### config.mk
export PLATFORM = sky130hd
export DESIGN_NAME = prog_counter
export DESIGN_NICKNAME = d
export VERILOG_FILES = /design/src/rtl/prog_counter.sv
export SDC_FILE = /design/constraint.sdc
export NUM_CORES = 1
export LEC_CHECK = 0
export CAP_MARGIN = 15
export CORE_ASPECT_RATIO = 1.2
export CORE_MARGIN = 3
export CORE_UTILIZATION = 49
export CTS_CLUSTER_SIZE = 40
export DETAILED_ROUTE_END_ITERATION = 10
export MAX_ROUTING_LAYER = met4
export PLACE_DENSITY = 0.76
export SLEW_MARGIN = 0
export SYNTH_ARGS = -nofsm -noshare
export SYNTH_HDL_FRONTEND = slang
export SYNTH_SLANG_ARGS = --single-unit
### constraint.sdc
create_clock -name sys_clk -period 2.4 [get_ports sys_clk]
set_clock_uncertainty 0.2 [all_clocks]
set_input_delay 0.24 -clock sys_clk [delete_from_list [all_inputs] [get_ports sys_clk]]
set_output_delay 0.24 -clock sys_clk [all_outputs]
set_load 0.01 [all_outputs]
### src/rtl/prog_counter.sv
// prog_counter: programmable prescaled up/down counter with one-shot and
// auto-reload modes.
//
// A run is launched from IDLE by start with a non-zero length n. The counter
// then walks 0..n-1 (up) or n-1..0 (down), advancing one value every p+1
// clocks. Reaching the terminal value either finishes the run (one-shot) or
// reloads the start value (auto-reload). Every terminal step raises wrap for
// one cycle. All outputs are registered.
//
// Parameters:
//   MAX_N    largest count length accepted (sets CTR_SIZE)
//   PSC_MAX  largest prescaler value (sets PSC_SIZE)
//
// Ports:
//   sys_clk      in   system clock, rising edge
//   rst          in   synchronous active-high reset
//   start        in   launch a run (looked at only in IDLE)
//   abort        in   cancel the current run (looked at only in COUNT)
//   pause        in   freeze counter and prescaler while high in COUNT
//   n_val        in   count length n, captured at launch
//   psc_val      in   prescale p, one step every p+1 clocks, captured at launch
//   mode_reload  in   0 = one-shot, 1 = auto-reload, captured at launch
//   mode_down    in   0 = count up, 1 = count down, captured at launch
//   ctr_val      out  current count
//   busy         out  high while a run is in progress
//   done         out  high after reset or after a one-shot run completes
//   wrap         out  one-cycle pulse on each terminal step

module prog_counter #(
  parameter int MAX_N   = 64,
  parameter int PSC_MAX = 255,
  localparam int CTR_SIZE = $clog2(MAX_N + 1),
  localparam int PSC_SIZE = $clog2(PSC_MAX + 1)
) (
  input  logic                sys_clk,
  input  logic                rst,
  input  logic                start,
  input  logic                abort,
  input  logic                pause,
  input  logic [CTR_SIZE-1:0] n_val,
  input  logic [PSC_SIZE-1:0] psc_val,
  input  logic                mode_reload,
  input  logic                mode_down,
  output logic [CTR_SIZE-1:0] ctr_val,
  output logic                busy,
  output logic                done,
  output logic                wrap
);

  localparam logic [1:0] ST_RESET = 2'd0;
  localparam logic [1:0] ST_IDLE  = 2'd1;
  localparam logic [1:0] ST_COUNT = 2'd2;

  logic [1:0]          state;
  logic [CTR_SIZE-1:0] n_lat;
  logic [PSC_SIZE-1:0] p_lat;
  logic                reload_lat;
  logic                down_lat;
  logic [PSC_SIZE-1:0] psc_cnt;

  logic                step;
  logic                terminal;
  logic [CTR_SIZE-1:0] start_val;
  logic [CTR_SIZE-1:0] next_val;

  // Step/terminal decode for the running count. The terminal value is the
  // last one a run visits: n-1 counting up, 0 counting down. start_val is
  // where a run begins and where auto-reload returns to.
  always_comb begin
    step      = (psc_cnt == p_lat);
    start_val = down_lat ? (n_lat - 1'b1) : '0;
    terminal  = down_lat ? (ctr_val == '0) : (ctr_val == (n_lat - 1'b1));
    next_val  = down_lat ? (ctr_val - 1'b1) : (ctr_val + 1'b1);
  end

  // Main control. rst forces every output low and parks the FSM in RESET;
  // the first un-reset cycle passes through RESET, which raises done and
  // moves to IDLE. An illegal state encoding is treated like a reset.
  // Inside COUNT, abort wins over pause and over any step in that cycle.
  always_ff @(posedge sys_clk) begin
    if (rst) begin
      state      <= ST_RESET;
      ctr_val    <= '0;
      busy       <= 1'b0;
      done       <= 1'b0;
      wrap       <= 1'b0;
      psc_cnt    <= '0;
      n_lat      <= '0;
      p_lat      <= '0;
      reload_lat <= 1'b0;
      down_lat   <= 1'b0;
    end else begin
      case (state)
        ST_RESET: begin
          ctr_val <= '0;
          busy    <= 1'b0;
          done    <= 1'b1;
          wrap    <= 1'b0;
          psc_cnt <= '0;
          state   <= ST_IDLE;
        end

        ST_IDLE: begin
          wrap <= 1'b0;
          if (start && (n_val != '0)) begin
            n_lat      <= n_val;
            p_lat      <= psc_val;
            reload_lat <= mode_reload;
            down_lat   <= mode_down;
            ctr_val    <= mode_down ? (n_val - 1'b1) : '0;
            psc_cnt    <= '0;
            done       <= 1'b0;
            busy       <= 1'b1;
            state      <= ST_COUNT;
          end
        end

        ST_COUNT: begin
          wrap <= 1'b0;
          if (abort) begin
            ctr_val <= '0;
            busy    <= 1'b0;
            done    <= 1'b0;
            psc_cnt <= '0;
            state   <= ST_IDLE;
          end else if (!pause) begin
            if (step) begin
              psc_cnt <= '0;
              if (terminal) begin
                wrap <= 1'b1;
                if (reload_lat) begin
                  ctr_val <= start_val;
                end else begin
                  ctr_val <= '0;
                  busy    <= 1'b0;
                  done    <= 1'b1;
                  state   <= ST_IDLE;
                end
              end else begin
                ctr_val <= next_val;
              end
            end else begin
              psc_cnt <= psc_cnt + 1'b1;
            end
          end
        end

        default: begin
          state   <= ST_RESET;
          ctr_val <= '0;
          busy    <= 1'b0;
          done    <= 1'b0;
          wrap    <= 1'b0;
          psc_cnt <= '0;
        end
      endcase
    end
  end

endmodule

# Yosys cells after proc, flatten, opt, wreduce, memory -nomap -nowiden
# Index checks and enable logic that the tools add are counted.
[totals]
out_inout_bits = 10
elab_cells = 73
register_bits = 37
[classes]
eq_ne = 9
n_addsub = 5
n_mux = 38
bitwise = 2
reduce_logical = 9
[op_table]
columns = ["op", "count"]
rows = [
  ["7-bit two-way mux", 9],
  ["8-bit two-way mux", 4],
  ["7-bit by 1-bit subtractor with 7-bit output (second input constant)", 3],
  ["8-bit case mux with 2 select lines", 1],
  ["1-bit two-way mux", 14],
  ["7-bit case mux with 2 select lines", 1],
  ["2-bit two-way mux", 6],
  ["3-bit != test (second input constant)", 4],
  ["8-bit by 1-bit adder with 8-bit output (second input constant)", 1],
  ["8-bit == test", 1],
  ["7-bit by 1-bit adder with 7-bit output (second input constant)", 1],
  ["7-bit == test", 1],
  ["7-bit zero test", 1],
  ["7-bit nonzero test", 1],
  ["2-bit case mux with 3 select lines", 1],
  ["5-bit AND reduction", 1],
  ["5-bit OR reduction", 1],
  ["2-bit AND reduction", 2],
  ["1-bit case mux with 3 select lines", 1],
  ["3-bit AND reduction", 1],
  ["2-bit by 1-bit == test with 1-bit output (second input constant)", 1],
  ["2-bit == test (second input constant)", 1],
  ["2-bit zero test", 1],
  ["2-bit != test (second input constant)", 1],
  ["3 further kinds", 4],
]

# Longest topological paths before layout
# Gate-level depths: netlist of run 1.
[depth]
word_depth = 8
depth_mapped = 9
depth_no_buf = 8

# Least setup slack after synthesis of run 1
# OpenSTA, ideal clock, no wires.
[synth_path]
kind = "register to register"
startpoint = "register busy (netlist name)"
endpoint = "register busy"
path_buffers = 0
setup_slack_ns = -0.152
t_required_ns = 2.063
arrival_ns = 2.215
setup_time_ns = 0.137
stages_incl_launch_ff = 8
path_cell_list = "dfxtp_1 > inv_1 > ha_1 > nor3b_1 > a221oi_1 > a21oi_1 > a221oi_1 > o32ai_1"
[synth_lines]
columns = ["element", "line", "text"]
rows = [
  ["to (signal assigned)", "84", "busy <= 1'b0;"],
  ["to (signal assigned)", "96", "busy <= 1'b0;"],
  ["to (signal assigned)", "113", "busy <= 1'b1;"],
  ["to (decl)", "45", "output logic busy,"],
]

# Worst setup path in the final report of run 1
[layout_path]
startpoint = "register n_lat[0]"
endpoint = "register ctr_val[6]"
[layout_via]
elab_chain_cells = 8
word_cells_on_any_way = 10
classes_between = "1 x add/sub; 1 x eq/ne; 8 x mux"
[layout_rtl]
columns = ["element", "line", "text"]
rows = [
  ["from (decl)", "55", "logic [CTR_SIZE-1:0] n_lat;"],
  ["from (signal assigned)", "106", "n_lat <= n_val;"],
  ["7-bit by 1-bit subtractor with 7-bit output (*)", "71, 72", ""],
  ["7-bit == test / 7-bit two-way mux (equally long branches)", "72, 71", ""],
  ["1-bit two-way mux / 7-bit two-way mux (equally long branches)", "72, 131", ""],
  ["7-bit two-way mux (*)", "129", "if (terminal) begin"],
  ["7-bit two-way mux (*)", "127", "if (step) begin"],
  ["7-bit two-way mux (*)", "126", "end else if (!pause) begin"],
  ["7-bit two-way mux (*)", "120", "if (abort) begin"],
  ["7-bit case mux with 2 select lines (*)", "93", "case (state)"],
  ["to (signal assigned)", "110", "ctr_val <= mode_down ? (n_val - 1'b1) : '0;"],
  ["to (signal assigned)", "132", "ctr_val <= start_val;"],
  ["to (signal assigned)", "140", "ctr_val <= next_val;"],
  ["to (decl)", "44", "output logic [CTR_SIZE-1:0] ctr_val,"],
]
# Mark *: on every way between the ends. The rest lies on a longest branch, timed or not. The select of a mux whose other input is x is not followed.
# A chain may end at the register's enable or synchronous reset.

==> impl_metrics.env, run 1 <==
export IMPL_status="finished with violations"
export IMPL_violations="setup timing"
export IMPL_cp_slowest_cell="or4b_1"
export IMPL_critical_path_class="reg2reg"
export IMPL_final_cell_mix="53 x nand2_1, 53 x buf_4, 33 x dfxtp_1, 30 x clkdlybuf4s50_1, 26 x a21oi_1"
export IMPL_rsz0062_at_grt="true"
export IMPL_ir_drop_mv=0.4378
export IMPL_yosysUniqueCellTypes=46
export IMPL_drv_slew=0
export IMPL_clockRootBuffer="clkbuf_8"
export IMPL_area_growth_pct=43.79
export IMPL_worst_pin_slew_ns=0.4781
export IMPL_syn_inst=281
export IMPL_critPathBufInv=3
export IMPL_synth_top_area_share_pct=31.25
export IMPL_synth_edf_count=0
export IMPL_diodes=0
export IMPL_syn_num_nets=317
export IMPL_grt_pass1_wl_um=10620
export IMPL_detailedPlace_worstSlack_ns=-0.2461
export IMPL_fin_crit_sh_pct=102.5
export IMPL_r2r_setup_slack_ns=-0.06
export IMPL_yosysWarnings=0
export IMPL_wl_um=6703
export IMPL_drtPass1Iterations=4
export IMPL_die_height_um=81.15
export IMPL_ant_nets=0
export IMPL_grt_pass1_vias=2321
export IMPL_fp_dieArea_um2=5569
export IMPL_clk_pin_slew_ns=0.08
export IMPL_overflow=0
export IMPL_cpPeakStageDelay_ns=0.52
export IMPL_layout_drive_gt1_share_pct=24.18
export IMPL_hpwl_um=5006
export IMPL_cp_required_ns=2.42
export IMPL_fin_setup_tns_ns=-0.3532
export IMPL_cap_violations=0
export IMPL_track_usage_pct=26.35
export IMPL_fmax_mhz=406.6
export IMPL_start_util_pct=52.51
export IMPL_port_buffers=31
export IMPL_seq_area_frac_synth_pct=31.25
export IMPL_antenna_found_initial=0
export IMPL_end_kind="register"
export IMPL_crit_top_cell="buf_4"
export IMPL_crit_path_cell_trace="inv_2 > ha_4 > nor3b_4 > buf_4 > a2111oi_4 > a31oi_1 > buf_4 > or4b_1 > o211ai_1"
export IMPL_ios=32
export IMPL_synth_area_leaders="dfxtp_1 31%, nand2_1 8.6%, xor2_1 7.6%"
export IMPL_wl_per_cell_um=15.81
export IMPL_crit_arrival_ns=2.48
export IMPL_rows=26
export IMPL_p_per_area_nw_per_um2=680.7
export IMPL_dr_total_vias=2380
export IMPL_highest_layer="met4"
export IMPL_ys_seq_elements=36
export IMPL_finalCriticalPeriod_ns=2.460
export IMPL_timing_hold_ws_ns=0.1688
export IMPL_vias_per_cell=5.613
export IMPL_worst_slack_ns=-0.05953
export IMPL_wl_met2_um=3565
export IMPL_path_delay_family="simple AND/OR/NAND/NOR gates"
export IMPL_die_x_um=68.63
export IMPL_cts_num_sinks=36
export IMPL_cts_htree_levels=2
export IMPL_nets=403
export IMPL_p_leak_uw=0.001392
export IMPL_core_um2=4392
export IMPL_yosys_most_used_dff="dfxtp_1"
export IMPL_clk_path_buf_depth=2
export IMPL_met3WireLength_um=390
export IMPL_hold_viol_final=0
export IMPL_drc=0
export IMPL_first_iter_violations=128
export IMPL_cts_tree="built"
export IMPL_power_total_uw=2257
export IMPL_slew_headroom_pct=67.83
export IMPL_synth_area_um2=2306
export IMPL_syn_area_per_cell_um2=8.206
export IMPL_crit_fanout=7
export IMPL_setup_viol=9
export IMPL_cts_hold_buf=0
export IMPL_gp_congestion=0.8939
export IMPL_wl_met1_um=2490
export IMPL_utilization_pct=75.50
export IMPL_cts_buffers=5
export IMPL_grt_max_degree=19
export IMPL_async_reset_ff_share_pct=0
export IMPL_critPathLaunchType="register"
export IMPL_hp_class="in2reg"
export IMPL_clk_latency_ns=0.30
export IMPL_synth_largest_area_cell="dfxtp_1"
==> where the power goes <==
group          switching [µW]  leakage (µW)  internal (µW)
sequential               67.6      0.000293            657
combinational             485       0.00104            510
clock                     229     0.0000552            309
==> final timing paths <==
kind / from / end / cells after the start
max reg2reg: n_lat[0]$_SDFFE_PP0P_ / ctr_val[6]$_SDFFE_PP0P_ / 9
min: n_val[0] / n_lat[0]$_SDFFE_PP0P_ / 4
max: n_lat[0]$_SDFFE_PP0P_ / ctr_val[6]$_SDFFE_PP0P_ / 9
min reg2reg: p_lat[3]$_SDFFE_PP0P_ / p_lat[3]$_SDFFE_PP0P_ / 2
==> timing repair <==
item | 4_1_cts | 5_1_grt
endpoints found under the setup margin | 7 | 13
gates resized for setup | 13 | 12
buffers inserted | 5 | 3
pin swaps | 6 | 11
==> registers in the layout (all words and copies together) (netlist names) <==
signal,count
n_lat,7
done,1
psc_cnt,8
p_lat,8
state,1
reload_lat,1
wrap,1
busy,1
ctr_val,7
down_lat,1
==> area by class of cell <==
class | count | area (µm²)
multi-input combinational | 223 | 1609
tap | 56 | 70.07
fill | 321 | 1076
inverter | 13 | 48.80
clock buffer | 6 | 72.57
clock inverter | 2 | 35.03
sequential | 36 | 724.4
timing repair buffer | 88 | 755.7
==> synth_stat cells, types with 4 or more instances <==
cell and count:
a2bb2oi_1 6, dfxtp_1 36, nor4b_1 4, nor2_1 15, nand4_1 5, inv_1 13
xnor2_1 16, nand2_1 53, nand3_1 4, nor3_1 6, o211ai_1 4, nand2b_1 6
a21oi_1 26, clkbuf_1 6, ha_1 13, xor2_1 20
==> per-stage QoR <==
step | cell area [µm²] | std cells
6_report | 3316 | 424
4_1_cts | 3234 | 421
3_3_place_gp | 3035 | 408
5_1_grt | 3316 | 424
3_5_place_dp | 3035 | 408
2_1_floorplan | 2327 | 281
==> logic make-up after synthesis <==
| family | after synthesis | synth area share [%] |
|---|---|---|
| XOR/XNOR | 36 | 13.67 |
| adder cells (fa/ha/maj) | 14 | 7.922 |
| AO/OA/AOI/OAI | 64 | 19.91 |
| buffers and inverters | 22 | 3.744 |
| flip-flops | 36 | 31.25 |
| AND/OR/NAND/NOR | 109 | 23.50 |
==> routing by layer <==
layer	vias to the layer above	track usage, %
li1	1161	-
met1	1099	27.46
met2	93	47.37
met3	27	5.256
met4	0	10.34
met5	-	-
==> tightest hold or removal path, cell delays in order <==
cell and delay, ns:
dlymetal6s2s_1 0.14, buf_4 0.15, nand2_1 0.05, a21oi_1 0.05
Power figures use the tool's default switching activity.
==> inputs of run 2 (changes only) <==
PLACE_DENSITY = 0.82   (was 0.76)
==> run 2 against run 1 <==
The run still ends with setup timing left. First-iteration DRC count is 36% higher. Global-route usage up 1.4 points. Sequential cell count did not move. Combinational power is essentially flat. Count of clock-buffer cells in the layout is 1 lower. Sequential share of layout area increased by 0.079 points. Highest routed layer unchanged.
==> impl_metrics.env, run 2 (synthesis gave the netlist of run 1 again) <==
export IMPL_first_iter_violations=174
export IMPL_clk_latency_ns=0.29
export IMPL_worstHoldEndpoint="p_lat[7]$_SDFFE_PP0P_"
export IMPL_seq_area_um2=725.7
export IMPL_p_per_area_nw_per_um2=642.8
export IMPL_slew_headroom_pct=68.57
export IMPL_p_switching_uw=784.9
export IMPL_worst_slack_ns=-0.1724
export IMPL_port_buffers=31
export IMPL_rsz0062_at_grt="true"
export IMPL_timing_hold_ws_ns=0.2689
export IMPL_layout_drive_gt1_share_pct=24.73
export IMPL_ant_nets=0
export IMPL_clk_path_buf_depth=2
export IMPL_utilization_pct=75.36
export IMPL_cap_violations=0
export IMPL_final_common_cell="nand2_1"
export IMPL_vias_per_cell=5.795
export IMPL_crit_path_cell_trace="inv_2 > ha_4 > xor2_1 > o2111ai_1 > a221oi_2 > a31oi_4 > buf_6 > buf_6 > o31a_1 > o32ai_2"
export IMPL_wl_per_cell_um=16.59
export IMPL_critPathLaunchType="register"
export IMPL_wl_um=6966
export IMPL_crit_fanout=3
export IMPL_hpwl_um=5096
export IMPL_drtPass1Iterations=6
export IMPL_grt_pass1_wl_um=11000
export IMPL_dr_total_vias=2434
export IMPL_track_usage_pct=27.71
export IMPL_gp_congestion=0.9985
export IMPL_p_int_uw=1343
export IMPL_worst_pin_slew_ns=0.4682
export IMPL_hp_start="p_lat[7]$_SDFFE_PP0P_"
export IMPL_drc=0
export IMPL_ff2ff_path_depth=10
export IMPL_hp_class="reg2reg"
export IMPL_r2r_setup_slack_ns=-0.17
export IMPL_diodes=0
export IMPL_grt_max_degree=27
export IMPL_p_sw_share_pct=36.89
export IMPL_top_regs="p_lat (8), psc_cnt (8)"
export IMPL_multi_input_area_um2=1642
export IMPL_hold_depth=2
export IMPL_cts_hold_buf=0
export IMPL_status="finished with violations"
export IMPL_critical_path_class="reg2reg"
export IMPL_crit_arrival_ns=2.57
export IMPL_ios=32
export IMPL_antenna_found_initial=0
export IMPL_start_util_pct=52.51
export IMPL_crit_top_cell="buf_6"
export IMPL_r2r_end="state[0]$_SDFFE_PP0P_"
export IMPL_core_um2=4392
export IMPL_die_x_um=68.63
export IMPL_ir_drop_mv=0.5741
export IMPL_fmax_mhz=388.7
export IMPL_cts_tree="built"
export IMPL_clockPowerShare_pct=18.4
export IMPL_nets=402
export IMPL_drv_slew=0
export IMPL_finalCriticalPeriod_ns=2.572
export IMPL_p_leak_uw=0.001378
export IMPL_area_growth_pct=43.52
export IMPL_cts_num_sinks=36
export IMPL_cts_buffers=5
export IMPL_rr_startpoint="n_lat[0]$_SDFFE_PP0P_"
export IMPL_cp_num_cells=10
export IMPL_fin_crit_sh_pct=107.2
export IMPL_hold_viol_final=0
export IMPL_grt_pass1_vias=2437
export IMPL_cp_required_ns=2.39
export IMPL_clk_pin_slew_ns=0.07
export IMPL_setup_viol=9
export IMPL_final_cell_mix="53 x nand2_1, 52 x buf_4, 32 x dfxtp_1, 31 x clkdlybuf4s50_1, 26 x a21oi_1"
export IMPL_pwr_share_comb_pct=47.5
export IMPL_end_kind="register"
export IMPL_cts_htree_levels=2
export IMPL_path_delay_family="compound AO/OA/AOI/OAI gates"
export IMPL_cpPeakStageDelay_ns=0.34
export IMPL_clockRootBuffer="clkbuf_8"
export IMPL_fp_dieArea_um2=5569
export IMPL_violations="setup timing"
export IMPL_fillCellCount=300
export IMPL_die_height_um=81.15
export IMPL_overflow=0
export IMPL_p_seq_share_pct=34.1
export IMPL_cp_slowest_cell="dfxtp_2"
export IMPL_critPathBufInv=3
export IMPL_rows=26
## run 2: worst max-delay path by stage
stage                                      from                       to  slack, ns
after floorplan           n_lat[0]$_SDFFE_PP0P_        done$_SDFFE_PP0P_       0.02
after global placement                 n_val[0]  ctr_val[4]$_SDFFE_PP0P_      -0.18
after detailed placement               n_val[0]  ctr_val[4]$_SDFFE_PP0P_      -0.34
after CTS                 n_lat[0]$_SDFFE_PP0P_        done$_SDFFE_PP0P_      -0.17
after global routing      n_lat[1]$_SDFFE_PP0P_    state[0]$_SDFFE_PP0P_      -0.28
final                     n_lat[0]$_SDFFE_PP0P_    state[0]$_SDFFE_PP0P_      -0.17
## run 2: power groups by stage
stage	Clock [µW]	Combinational (µW)	Sequential [µW]
after CTS	394	952	720
final	392	1010	725
after detailed placement	0	876	729
after floorplan	0	492	722
after global routing	419	1090	731
after global placement	0	854	724
## run 2: layout make-up
type	instances	share of cell area [%]
multi-input cells	223	49.60
repair buffers	87	22.80
clock buffers	5	2.079
well taps	56	2.117
inverters	13	1.474
flip-flops and latches	36	21.93
## run 2: worst register-to-register path, stage by stage, from the launching register on
cell	delay, ns
dfxtp_2	0.34
inv_2	0.05
ha_4	0.27
xor2_1	0.19
o2111ai_1	0.15
a221oi_2	0.31
a31oi_4	0.17
buf_6	0.17
buf_6	0.11
o31a_1	0.25
o32ai_2	0.27
## run 2: metrics by stage
step           setup slack [ns]  cells  area, µm²  total power, µW  setup TNS [ns]
6_report                -0.1724    420       3309             2127          -1.105
5_1_grt                 -0.2788    420       3309             2239          -2.254
4_1_cts                 -0.1690    418       3247             2066         -0.9071
3_5_place_dp            -0.3384    407       3040             1605          -7.249
3_3_place_gp            -0.1791    407       3040             1578          -4.008
2_1_floorplan           0.02081    281       2327             1213               0
## run 2: repair_timing
item	in CTS	in global routing
setup buffers	6	3
pin swaps	8	9
resized for setup	20	9
setup endpoints to repair	13	20
## run 2: layer usage
metal	GRT usage, %	vias to the layer above	wire (µm)
li1	-	1159	-
met1	28.63	1165	2730
met2	49.09	88	3643
met3	5.256	22	372
met4	13.32	0	219
met5	-	-	0
